===== src/rtl/reg_list_encoder.sv =====
// reg_list_encoder: sequential lowest-first register-number encoder for LDM/STM transfers.
// Emits one register number, word offset and last flag per accepted ADVANCE.
module reg_list_encoder #(
    parameter int LIST_W = 16,
    parameter int NUM_W  = 4
) (
    input  logic              clk,
    input  logic              reset_n,
    input  logic              START,
    input  logic [LIST_W-1:0] REG_LIST,
    input  logic              ADVANCE,
    input  logic              ABORT,
    output logic [NUM_W-1:0]  reg_num,
    output logic [NUM_W+1:0]  offset,
    output logic [NUM_W:0]    COUNT,
    output logic              VALID,
    output logic              LAST,
    output logic              BUSY,
    output logic              DONE
);
    localparam int CW = NUM_W + 1;

    typedef enum logic [1:0] {IDLE, RUN, FIN} state_t;

    state_t            state, state_nx;
    logic [LIST_W-1:0] remaining;
    logic [NUM_W:0]    index;
    logic [NUM_W-1:0]  lowest;
    logic              single;

    always_ff @(posedge clk or negedge reset_n) begin
        if (!reset_n) state <= IDLE;
        else          state <= state_nx;
    end

    always_comb begin
        state_nx = state;
        if (ABORT) state_nx = IDLE;
        else if (state == IDLE) state_nx = START ? ((REG_LIST != '0) ? RUN : FIN) : IDLE;
        else if (state == RUN) state_nx = (ADVANCE && single) ? FIN : RUN;
        else state_nx = IDLE;
    end

    // index is one bit wider than a register number so a full list reaches 16 without wrapping
    always_ff @(posedge clk or negedge reset_n) begin
        if (!reset_n) begin
            remaining <= '0;
            index     <= '0;
            COUNT     <= '0;
        end else if (ABORT) begin
            remaining <= '0;
        end else if (state == IDLE && START) begin
            remaining <= REG_LIST;
            index     <= '0;
            COUNT     <= CW'($countones(REG_LIST));
        end else if (state == RUN && ADVANCE) begin
            remaining <= remaining & (remaining - LIST_W'(1));
            index     <= index + CW'(1);
        end
    end

    always_comb begin
        lowest = '0;
        for (int i = LIST_W - 1; i >= 0; i--)
            if (remaining[i]) lowest = NUM_W'(i);
        single = (remaining != '0) && ((remaining & (remaining - LIST_W'(1))) == '0);
    end

    always_comb begin
        VALID   = state == RUN;
        LAST    = VALID && single;
        BUSY    = state != IDLE;
        DONE    = state == FIN;
        reg_num = VALID ? lowest : '0;
        offset  = VALID ? {index[NUM_W-1:0], 2'b00} : '0;
    end
endmodule


===== config.mk =====
export PLATFORM = sky130hd
export DESIGN_NAME = reg_list_encoder
export DESIGN_NICKNAME = d
export VERILOG_FILES = /design/src/rtl/reg_list_encoder.sv
export SDC_FILE = /design/constraint.sdc
export NUM_CORES = 1
export LEC_CHECK = 0
export BUFFER_PORTS_ARGS = -buffer_cell sky130_fd_sc_hd__buf_2
export CORE_UTILIZATION = 45
export CTS_BUF_LIST = sky130_fd_sc_hd__clkbuf_4 sky130_fd_sc_hd__clkbuf_8
export CTS_CLUSTER_SIZE = 25
export DETAILED_ROUTE_END_ITERATION = 7
export GPL_TIMING_DRIVEN = 0
export PLACE_DENSITY = 0.76
export SETUP_SLACK_MARGIN = 0.02
export SLEW_MARGIN = 20
export SYNTH_ARGS = -nofsm -noshare
export SYNTH_HDL_FRONTEND = slang
export SYNTH_SLANG_ARGS = --single-unit

===== constraint.sdc =====
create_clock -name clk -period 2.22 [get_ports clk]
set_input_delay 0.444 -clock clk [delete_from_list [all_inputs] [get_ports clk]]
set_output_delay 0.444 -clock clk [all_outputs]
set_load 0.02 [all_outputs]

==> impl_metrics.toml, run 1 <==
[timing]
max-slew-margin-rel_pct = 54.22
setup_viol = 8
finalHoldViolations = 0
grt_setup_unrepaired = "yes"
max_slew.worst_pin.slew_ns = 0.6815
layout_min_cycle_time_ns = 3.247
final_critical_path_setup_slack_ns = -1.027
fin_worst_skew_ns = 0.004545
fmax_mhz = 307.9
number_of_pins_with_negative_max_slew_slack_in_the_final_report = 0
final.hold.worst_slack_ns = 0.1863
post-route-period-util_pct = 146.3

[cells_and_area]
share_of_cells_above_drive_strength_1_pct = 33.33
post-route-cell-area_um2 = 2675
insertedDiodeCount = 0
nNetsFinal = 333
areaGrowthSynthToFinish_pct = 31.89

[route]
routed-via-count = 1915
top_signal_layer_used = "met4"
met1_length_um = 2421
drt_wl_total_um = 5399
vias_per_inst = 5.535
met2_wirelength_um = 2696
routedWlPerCell_um = 15.60
ant_nets = 0
drtPass1Iterations = 4
drt_first_iter_violations = 102
met3_wirelength_um = 251
drc = 0

[synthesis]
post_synth_inst_count = 231
seq_area_frac_synth_pct = 33.31
number_of_flip_flops_and_latches_in_the_synthesized_netlist = 27
largest_family_of_logic_cells_by_synthesized_area = "simple AND/OR/NAND/NOR gates"
yosys_most_used_dff = "dfrtp_1"
synth-edff-count = 0
post_synth_instance_area_um2 = 2028
ys_async_sr_fraction_pct = 100.0
ys.warnings.count = 0
mux_share_of_post_synthesis_cell_area_pct = 1.481
fraction_of_the_mapped_netlist_area_in_compound_gates_pct = 19.62
share_of_the_synthesized_netlist_area_taken_by_xor_and_xnor_gates_pct = 1.727
ys_types = 43
area_fraction_in_and_or_nand_and_nor_cells_after_synthesis_pct = 21.16
synth_fa_ha_area_share_pct = 14.68
syn_area_per_cell_um2 = 8.780

[min_path]
hp-class = "in2async"

[placement]
dpl-instance-area_um2 = 2293
io_buffers = 37
dpl_worst_slack_ns = -1.411
dpl_wire_length_um = 3763
gp_routability_congestion = 0.9308

[global_route]
grt_antenna_before_repair = 0
grt_pass1_wl_um = 8714
grt_max_degree = 28
groute.usage.overall_pct = 22.75
grt_pass1_vias = 1813
grt_overflow = 0

[pwr]
power_frac_clock_pct = 13.8
proportion_of_power_drawn_by_flip_flops_and_latches_pct = 31.7
power-per-cell-area_nw_per_um2 = 775.2
vdd_ir_max_v = 0.0004680
power_frac_comb_pct = 54.5
intPower_w = 0.001229
netSwitchingFraction_pct = 40.74
leakage_power_nw = 1.309
switchingPower_w = 0.0008449

[floorplan]
core_region_area_um2 = 4354
initial_core_util_pct = 46.58
die_width_um = 69.14
dieHeight_um = 69.14
num_io_pins = 40
fp-row-count = 24
overall_die_area_um2 = 4780

[status]
run_status = "complete, but fails checks"
violations = "setup timing"

[setup_path]
path_max_fanout = 3
cp_startpoint_kind = "input pin"
critPathKind = "in2reg"
crit_end_element = "flip-flop"
crit_path_dat_ns = 3.46
worstPathRequired_ns = 2.43

[clocking]
cts.clk_slew.worst_paths_ns = 0.10
tritoncts.num_buffers = 3
tritoncts = "done"
buffer_depth_of_the_longest_clock_path = 2
clock_sinks = 27
cts_htree_levels = 1
insertion_delay_ns = 0.27
cts-root-buf = "clkbuf_8"
cts-hold-fix-buffers = 0

[run]
drv_cap = 0
-- cells in the final DEF, fill, tap and decap left out, types with 3 or more instances in the layout --
| cell type | synthesis | final |
|---|---|---|
| a21oi_1 | 7 | 6 |
| nor2b_1 | 4 | 4 |
| nor4_1 | 5 | 3 |
| ha_1 | 7 | 6 |
| inv_1 | 25 | 19 |
| o21bai_1 | 3 | 3 |
| nor3_1 | 9 | 8 |
| clkbuf_1 | 6 | 5 |
| fa_1 | 10 | 6 |
| nand4_1 | 3 | 3 |
| inv_2 | 0 | 4 |
| buf_8 | 0 | 4 |
| buf_2 | 3 | 28 |
| dfrtp_1 | 27 | 26 |
| nor4_4 | 3 | 4 |
| xor2_1 | 4 | 4 |
| o21ai_0 | 32 | 26 |
| a22o_1 | 8 | 8 |
| nor2_1 | 17 | 17 |
| mux2i_1 | 3 | 3 |
| o21ai_1 | 0 | 6 |
| nand2_1 | 20 | 18 |
| buf_6 | 0 | 6 |
| fa_2 | 0 | 4 |
| and2_1 | 4 | 4 |
| clkbuf_8 | 0 | 4 |
| buf_4 | 3 | 27 |
-- Yosys cell counts (4+ instances only) --
cell type / instances / area share, %
a21oi_1: 7 / 1.7
a22o_1: 8 / 3.5
and2_1: 4 / 1.2
clkbuf_1: 6 / 1.1
dfrtp_1: 27 / 33
fa_1: 10 / 9.9
ha_1: 7 / 4.3
inv_1: 25 / 4.6
nand2_1: 20 / 3.7
nor2_1: 17 / 3.1
nor2b_1: 4 / 1.2
nor3_1: 9 / 2.2
nor4_1: 5 / 1.5
o21ai_0: 32 / 7.9
xor2_1: 4 / 1.7
-- worst paths after layout --
kind                                               start                   endpoint  slack [ns]  cells after the start
max in group asynchronous                        reset_n   remaining[9]$_DFFE_PN0P_        1.58                      1
worst min-delay path                             reset_n  remaining[15]$_DFFE_PN0P_        0.19                      1
worst min register to register      COUNT[0]$_DFFE_PN0P_       COUNT[0]$_DFFE_PN0P_        0.48                      2
min in group clk                             REG_LIST[7]   remaining[7]$_DFFE_PN0P_        0.41                      2
worst max register to register  remaining[1]$_DFFE_PN0P_         state[0]$_DFF_PN0_        0.16                      8
worst max-delay path                         REG_LIST[5]       COUNT[4]$_DFFE_PN0P_       -1.03                     13
-- flip-flops by register name, summed over array words and instances (netlist names) --
register and count:
remaining 16, COUNT 5, index 4, state 2
-- through the flow --
step,cells,setup TNS (ns),power [W],util (%)
finish,346,-5.332,0.002074,61.44
global route,346,-6.026,0.002248,61.44
CTS,332,-5.354,0.001971,56.75
detailed placement,321,-6.648,0.001580,52.67
global placement,321,-6.472,0.001545,52.67
floorplan,232,-5.172,0.001324,-
-- critical path: stages --
cell     delay [ns]
buf_8          0.10
fa_1           0.54
inv_2          0.04
fa_2           0.44
fa_2           0.54
fa_2           0.44
inv_2          0.08
ha_4           0.13
inv_2          0.04
fa_2           0.37
nor2b_1        0.11
o21ai_1        0.07
o21ai_1        0.11
-- layout make-up --
type	instances	area (um^2)
clock inverter	1	5.005
sequential	27	676.9
timing repair buffer	59	420.4
clock buffer	3	41.29
tap	52	65.06
multi-input combinational	167	1285
inverter	25	98.84
fill	373	1679
buffer	12	82.58
-- power groups by stage --
stage / clock, W / sequential (W) / combinational (W)
CTS: 0.000294 / 0.000655 / 0.00102
detailed placement: 0 / 0.000659 / 0.000922
global placement: 0 / 0.000654 / 0.000890
global route: 0.000308 / 0.000672 / 0.00127
finish: 0.000286 / 0.000658 / 0.00113
floorplan: 0 / 0.000693 / 0.000631
-- metal layers --
layer | up-vias | GRT usage (%)
li1 | 922 | -
met2 | 56 | 37.97
met1 | 933 | 32.00
met5 | - | 0
met4 | 0 | 2.721
met3 | 4 | 3.801
-- logic make-up (layout without fill, tap and decap cells) --
| kind of cell | after synthesis | after routing |
|---|---|---|
| fa+ha+maj | 18 | 18 |
| simple gates | 76 | 76 |
| flops | 27 | 27 |
| buf+inv | 38 | 100 |
| other cells | 1 | 2 |
| compound gates | 64 | 64 |
| xor+xnor | 4 | 4 |
| mux | 3 | 3 |
-- repair_timing --
action	in CTS	in global routing
endpoints found under the setup margin	10	10
buffers inserted	8	15
resized for setup	26	29
pin swaps	18	20
(Power assumes the default switching activity.)
==> run 2, diff against run 1 <==
--- a/config.mk
+++ b/config.mk
@@ -11,7 +11,7 @@
 export CTS_CLUSTER_SIZE = 25
 export DETAILED_ROUTE_END_ITERATION = 7
 export GPL_TIMING_DRIVEN = 0
-export PLACE_DENSITY = 0.76
+export PLACE_DENSITY = 0.67
 export SETUP_SLACK_MARGIN = 0.02
 export SLEW_MARGIN = 20
 export SYNTH_ARGS = -nofsm -noshare
==> run 2 against run 1 <==
  * The flow still finishes with violations (setup timing)
  * First-iteration DRC count did not move
  * Cell count is 0.58% lower
  * Critical path depth did not move
  * Hold slack got worse by 0.020 ns
  * Routed wire length increased by 4.1%
  * Final area fell by 0.56%
  * Via count decreased by 0.52%
  * Clock skew is 0.0019 ns higher
  * Clock-buffer cell count grew 1
  * Sequential power barely moved
  * Register-to-register slack worse by 0.12 ns
  * Largest cell class unchanged
  * Largest power group unchanged
==> impl_metrics.toml, run 2 (synthesized netlist as in run 1, its figures left out) <==
[setup_path]
crit_path_start = "REG_LIST[5]"
critical_path.endpoint = "COUNT[3]$_DFFE_PN0P_"
critical_path.cell_chain = "buf_8 -> fa_1 -> inv_1 -> fa_2 -> fa_2 -> fa_1 -> inv_2 -> ha_4 -> buf_4 -> a21o_1 -> a21oi_2 -> xor2_1 -> o21ai_1"
cp_top_family = "adder cells"
critical-path-max-stage-delay_ns = 0.53
worstPathRequired_ns = 2.38
crit_path_dat_ns = 3.45
reg2reg_to = "state[0]$_DFF_PN0_"
cp_startpoint_kind = "input pin"
timing.critical_path.buf_inv = 4
critPathKind = "in2reg"
worst-r2r-cell-count = 8
cpMaxStageDelayCell = "fa_2"
path_max_fanout = 2
crit_end_element = "flip-flop"
crit-reg2reg-launch = "remaining[1]$_DFFE_PN0P_"
reg2reg_slack_ns = 0.04
worst-path-stages = 13

[cells_and_area]
layoutNonFillerInstCount = 344
final_util_pct = 61.09
insertedDiodeCount = 0
highest_count_cells_in_the_layout_ignoring_fill_and_taps = "buf_2, buf_4, o21ai_0"
top_regs = "remaining (16), COUNT (5), index (4)"
fillCellCount = 398
share_of_cells_above_drive_strength_1_pct = 34.25
ff_latch_area_um2 = 680.7
largest_register_ffs = 16
register_bank_with_the_most_flops = "remaining"
final_common_cell = "buf_2"
nNetsFinal = 331
areaGrowthSynthToFinish_pct = 31.15
multi_input_comb_area_um2 = 1290

[floorplan]
die_width_um = 69.14
core_region_area_um2 = 4354
overall_die_area_um2 = 4780
dieHeight_um = 69.14
initial_core_util_pct = 46.58
fp-row-count = 24
num_io_pins = 40

[route]
vias_per_inst = 5.538
drt_first_iter_violations = 102
routed-via-count = 1905
ant_nets = 0
routedWlPerCell_um = 16.34
drt_wl_total_um = 5622
drc = 0
drtPass1Iterations = 4

[global_route]
grt_max_degree = 28
groute.usage.overall_pct = 23.75
grt_overflow = 0
groute.layer.met3.usage_pct = 2.193
groute.layer.met1.usage_pct = 33.94
grt_pass1_wl_um = 8928
grt.busiest_layer = "met2"
grt_antenna_before_repair = 0
grt_pass1_vias = 1784
global_routing_met2_resource_utilization_pct = 39.37

[timing]
layout_min_cycle_time_ns = 3.288
fmax_mhz = 304.2
number_of_pins_with_negative_max_slew_slack_in_the_final_report = 0
final_critical_path_setup_slack_ns = -1.068
grt_setup_unrepaired = "yes"
finalHoldViolations = 0
setup-tns-final_ns = -5.481
max-slew-margin-rel_pct = 56.46
fin_worst_skew_ns = 0.006471
setup_viol = 9
max_slew.worst_pin.slew_ns = 0.6531
post-route-period-util_pct = 148.1

[placement]
gp_routability_congestion = 0.8290
dpl_wire_length_um = 3770
placed_cells = 321
io_buffers = 37

[status]
violations = "setup timing"
run_status = "complete, but fails checks"

[clocking]
buffer_depth_of_the_longest_clock_path = 2
cts_htree_levels = 1
tritoncts = "done"
cts.clk_slew.worst_paths_ns = 0.11
insertion_delay_ns = 0.28
cts-root-buf = "clkbuf_8"
cts-hold-fix-buffers = 0
tritoncts.num_buffers = 3
clock_sinks = 27

[pwr]
netSwitchingFraction_pct = 41.34
power_frac_comb_pct = 54.1
vdd_ir_max_v = 0.0005522
switchingPower_w = 0.0008793
power_frac_clock_pct = 14.9
power-per-cell-area_nw_per_um2 = 799.7
leakage_power_nw = 1.288
intPower_w = 0.001248
proportion_of_power_drawn_by_flip_flops_and_latches_pct = 31.0

[min_path]
hp-class = "in2async"

[run]
drv_cap = 0
[run 2: power by group through the flow]
stage               clock [W]  combinational [W]  sequential [W]
detailed placement          0           0.000923        0.000656
floorplan                   0           0.000631        0.000693
finish               0.000317            0.00115        0.000659
global placement            0           0.000899        0.000653
CTS                  0.000314            0.00103        0.000650
global route         0.000336            0.00128        0.000673
[run 2: worst register-to-register path, cell delays in order (launching register included)]
cell     delay [ns]
dfrtp_1        0.39
buf_6          0.14
nor4_4         0.41
nand3_2        0.17
mux2i_1        0.27
and3_1         0.23
nand4_1        0.14
buf_4          0.17
o21a_1         0.17
[run 2: what timing repair did]
action                     in CTS  in global routing
setup endpoints to repair       9                 16
resized for setup              32                 26
pin swaps                      19                 17
setup buffers                  12                  9
[run 2: cell type report]
| class | count | share of cell area, % |
|---|---|---|
| Tap cell | 52 | 2.446 |
| Buffer | 11 | 2.634 |
| Clock buffer | 4 | 1.834 |
| Sequential cell | 27 | 25.59 |
| Inverter | 25 | 3.528 |
| Timing Repair Buffer | 58 | 15.48 |
| Multi-Input combinational cell | 167 | 48.49 |
[run 2: layer usage]
| layer | up-vias | wire, um |
|---|---|---|
| li1 | 916 | - |
| met1 | 925 | 2553 |
| met2 | 56 | 2735 |
| met3 | 8 | 253 |
| met4 | 0 | 79 |
| met5 | - | 0 |
[run 2: worst min path at each step]
stage	endpoint	slack, ns	cells past startpoint
after floorplan	COUNT[0]$_DFFE_PN0P_	0.15	0
after global placement	COUNT[0]$_DFFE_PN0P_	0.46	2
after detailed placement	COUNT[0]$_DFFE_PN0P_	0.47	2
after CTS	remaining[7]$_DFFE_PN0P_	0.20	1
after global routing	remaining[7]$_DFFE_PN0P_	0.23	1
final	remaining[7]$_DFFE_PN0P_	0.17	1
[run 2: through the flow]
stage | hold slack, ns | setup WS (ns) | total power (W) | cell area [um^2]
final | 0.1665 | -1.068 | 0.002127 | 2660
after floorplan | 0.1484 | -1.124 | 0.001324 | 2043
after global routing | 0.2279 | -1.187 | 0.002285 | 2660
after detailed placement | 0.4654 | -1.424 | 0.001578 | 2293
after global placement | 0.4563 | -1.369 | 0.001551 | 2293
after CTS | 0.2043 | -1.095 | 0.001996 | 2501
==> run 3, diff against run 2 <==
--- a/config.mk
+++ b/config.mk
@@ -13,6 +13,7 @@
 export GPL_TIMING_DRIVEN = 0
 export PLACE_DENSITY = 0.67
 export SETUP_SLACK_MARGIN = 0.02
+export SKIP_LAST_GASP = 1
 export SLEW_MARGIN = 20
 export SYNTH_ARGS = -nofsm -noshare
 export SYNTH_HDL_FRONTEND = slang
==> run 3 against run 2 <==
  * The run still ends with setup timing left
  * Hold slack got worse by 0.0012 ns
  * Critical path depth did not move
  * Total power down 0.12%
  * Die area unchanged
  * Setup slack worse by 0.011 ns
  * Flip-flop and latch count unchanged
  * Clock power is essentially flat
  * Sequential share of layout area unchanged
==> impl_metrics.toml, run 3 (synthesized netlist as in run 1, its figures left out) <==
[route]
routedWlPerCell_um = 16.32
met1_length_um = 2540
drtPass1Iterations = 4
met2_wirelength_um = 2727
routed-via-count = 1902
met3_wirelength_um = 264
drt_wl_total_um = 5615
drt_first_iter_violations = 101
top_signal_layer_used = "met4"
vias_per_inst = 5.529
ant_nets = 0
drc = 0

[floorplan]
num_io_pins = 40
initial_core_util_pct = 46.58
core_region_area_um2 = 4354
dieHeight_um = 69.14
fp-row-count = 24
die_width_um = 69.14
overall_die_area_um2 = 4780

[clocking]
buffer_depth_of_the_longest_clock_path = 2
tritoncts.num_buffers = 3
cts.clk_slew.worst_paths_ns = 0.11
insertion_delay_ns = 0.28
clock_sinks = 27
cts_htree_levels = 1
cts-root-buf = "clkbuf_8"
cts-hold-fix-buffers = 0
tritoncts = "done"

[global_route]
grt_antenna_before_repair = 0
grt_pass1_wl_um = 8928
grt_overflow = 0
groute.usage.overall_pct = 23.75
grt_max_degree = 28
grt_pass1_vias = 1784

[pwr]
total_power_w = 0.002125
leakage_power_nw = 1.288
power-per-cell-area_nw_per_um2 = 798.7
vdd_ir_max_v = 0.0005525

[status]
violations = "setup timing"
run_status = "complete, but fails checks"

[timing]
layout_min_cycle_time_ns = 3.299
grt_setup_unrepaired = "yes"
max-slew-margin-rel_pct = 55.74
post-route-period-util_pct = 148.6
fin_worst_skew_ns = 0.007058
fmax_mhz = 303.2
setup_viol = 9
final_critical_path_setup_slack_ns = -1.079
finalHoldViolations = 0
max_slew.worst_pin.slew_ns = 0.6625
number_of_pins_with_negative_max_slew_slack_in_the_final_report = 0

[cells_and_area]
post-route-cell-area_um2 = 2660
nNetsFinal = 331
top_regs = "remaining (16), COUNT (5), index (4)"
fillCellCount = 398
highest_count_cells_in_the_layout_ignoring_fill_and_taps = "buf_2, o21ai_0, buf_4"
final_util_pct = 61.09
register_bank_with_the_most_flops = "remaining"
insertedDiodeCount = 0
layoutNonFillerInstCount = 344
share_of_cells_above_drive_strength_1_pct = 34.25
largest_register_ffs = 16
areaGrowthSynthToFinish_pct = 31.15

[placement]
gp_routability_congestion = 0.8290
placed_cells = 321
io_buffers = 37
dpl-instance-area_um2 = 2293
dpl_wire_length_um = 3770

[setup_path]
crit_end_element = "flip-flop"
critical-path-max-stage-delay_ns = 0.53
cp_startpoint_kind = "input pin"
cp_top_family = "adder cells"
path_max_fanout = 3
critPathKind = "in2reg"
cpMaxStageDelayCell = "fa_1"
timing.critical_path.buf_inv = 4
critical_path.cell_chain = "buf_2 -> fa_1 -> fa_1 -> inv_2 -> fa_2 -> fa_1 -> inv_2 -> ha_4 -> inv_2 -> fa_2 -> nor2b_1 -> o21ai_0 -> o21ai_1"
worstPathRequired_ns = 2.43
crit_path_dat_ns = 3.51

[run]
drv_cap = 0

[min_path]
hp-class = "in2async"
run 3: cell count changes in the layout (fill, tap and decap cells not counted):
cell	before	now
o21ai_0	26	27
o21ai_1	6	5
run 3: worst paths after layout:
path | from | endpoint | slack [ns] | depth (start not counted)
worst max register to register | remaining[1]$_DFFE_PN0P_ | state[0]$_DFF_PN0_ | 0.05 | 8
max in group asynchronous | reset_n | remaining[14]$_DFFE_PN0P_ | 1.60 | 1
worst max-delay path | REG_LIST[15] | COUNT[4]$_DFFE_PN0P_ | -1.08 | 13
worst min-delay path | reset_n | remaining[7]$_DFFE_PN0P_ | 0.17 | 1
worst min register to register | COUNT[0]$_DFFE_PN0P_ | COUNT[0]$_DFFE_PN0P_ | 0.49 | 2
min in group clk | REG_LIST[7] | remaining[7]$_DFFE_PN0P_ | 0.42 | 2
run 3: routing by layer:
layer	GRT usage [%]	vias to the layer above
met5	0	-
li1	-	916
met3	2.193	8
met2	39.37	58
met1	33.94	920
met4	4.989	0
run 3: timing repair:
action / in CTS / in global routing
resized for setup: 29 / 28
pin swaps: 19 / 18
setup endpoints to repair: 9 / 16
buffers inserted: 12 / 9
run 3: cell type report:
cell class	count	area (um^2)	share of cell area, %
repair buffers	58	411.6	15.48
multi-input cells	167	1290	48.49
plain buffers	11	70.07	2.634
well taps	52	65.06	2.446
clock buffers	4	48.80	1.834
flip-flops and latches	27	680.7	25.59
inverters	25	93.84	3.528
run 3: worst register-to-register path: stages (launching register included):
cell and delay, ns:
dfrtp_1 0.39, buf_6 0.14, nor4_4 0.41, nand3_2 0.17, mux2i_1 0.27, and3_1 0.23
nand4_1 0.13, buf_4 0.17, o21a_1 0.17
run 3: through the flow:
| step | setup TNS (ns) | hold WS [ns] | setup WS, ns |
|---|---|---|---|
| finish | -5.491 | 0.1653 | -1.079 |
| global route | -6.372 | 0.2279 | -1.202 |
| floorplan | -5.172 | 0.1484 | -1.124 |
| CTS | -5.332 | 0.2043 | -1.095 |
| detailed placement | -6.693 | 0.4654 | -1.424 |
| global placement | -6.551 | 0.4563 | -1.369 |
run 3: where the power goes:
| group | internal, W | switching (W) |
|---|---|---|
| Sequential | 0.000574 | 0.0000853 |
| Combinational | 0.000532 | 0.000616 |
| Clock | 0.000141 | 0.000176 |
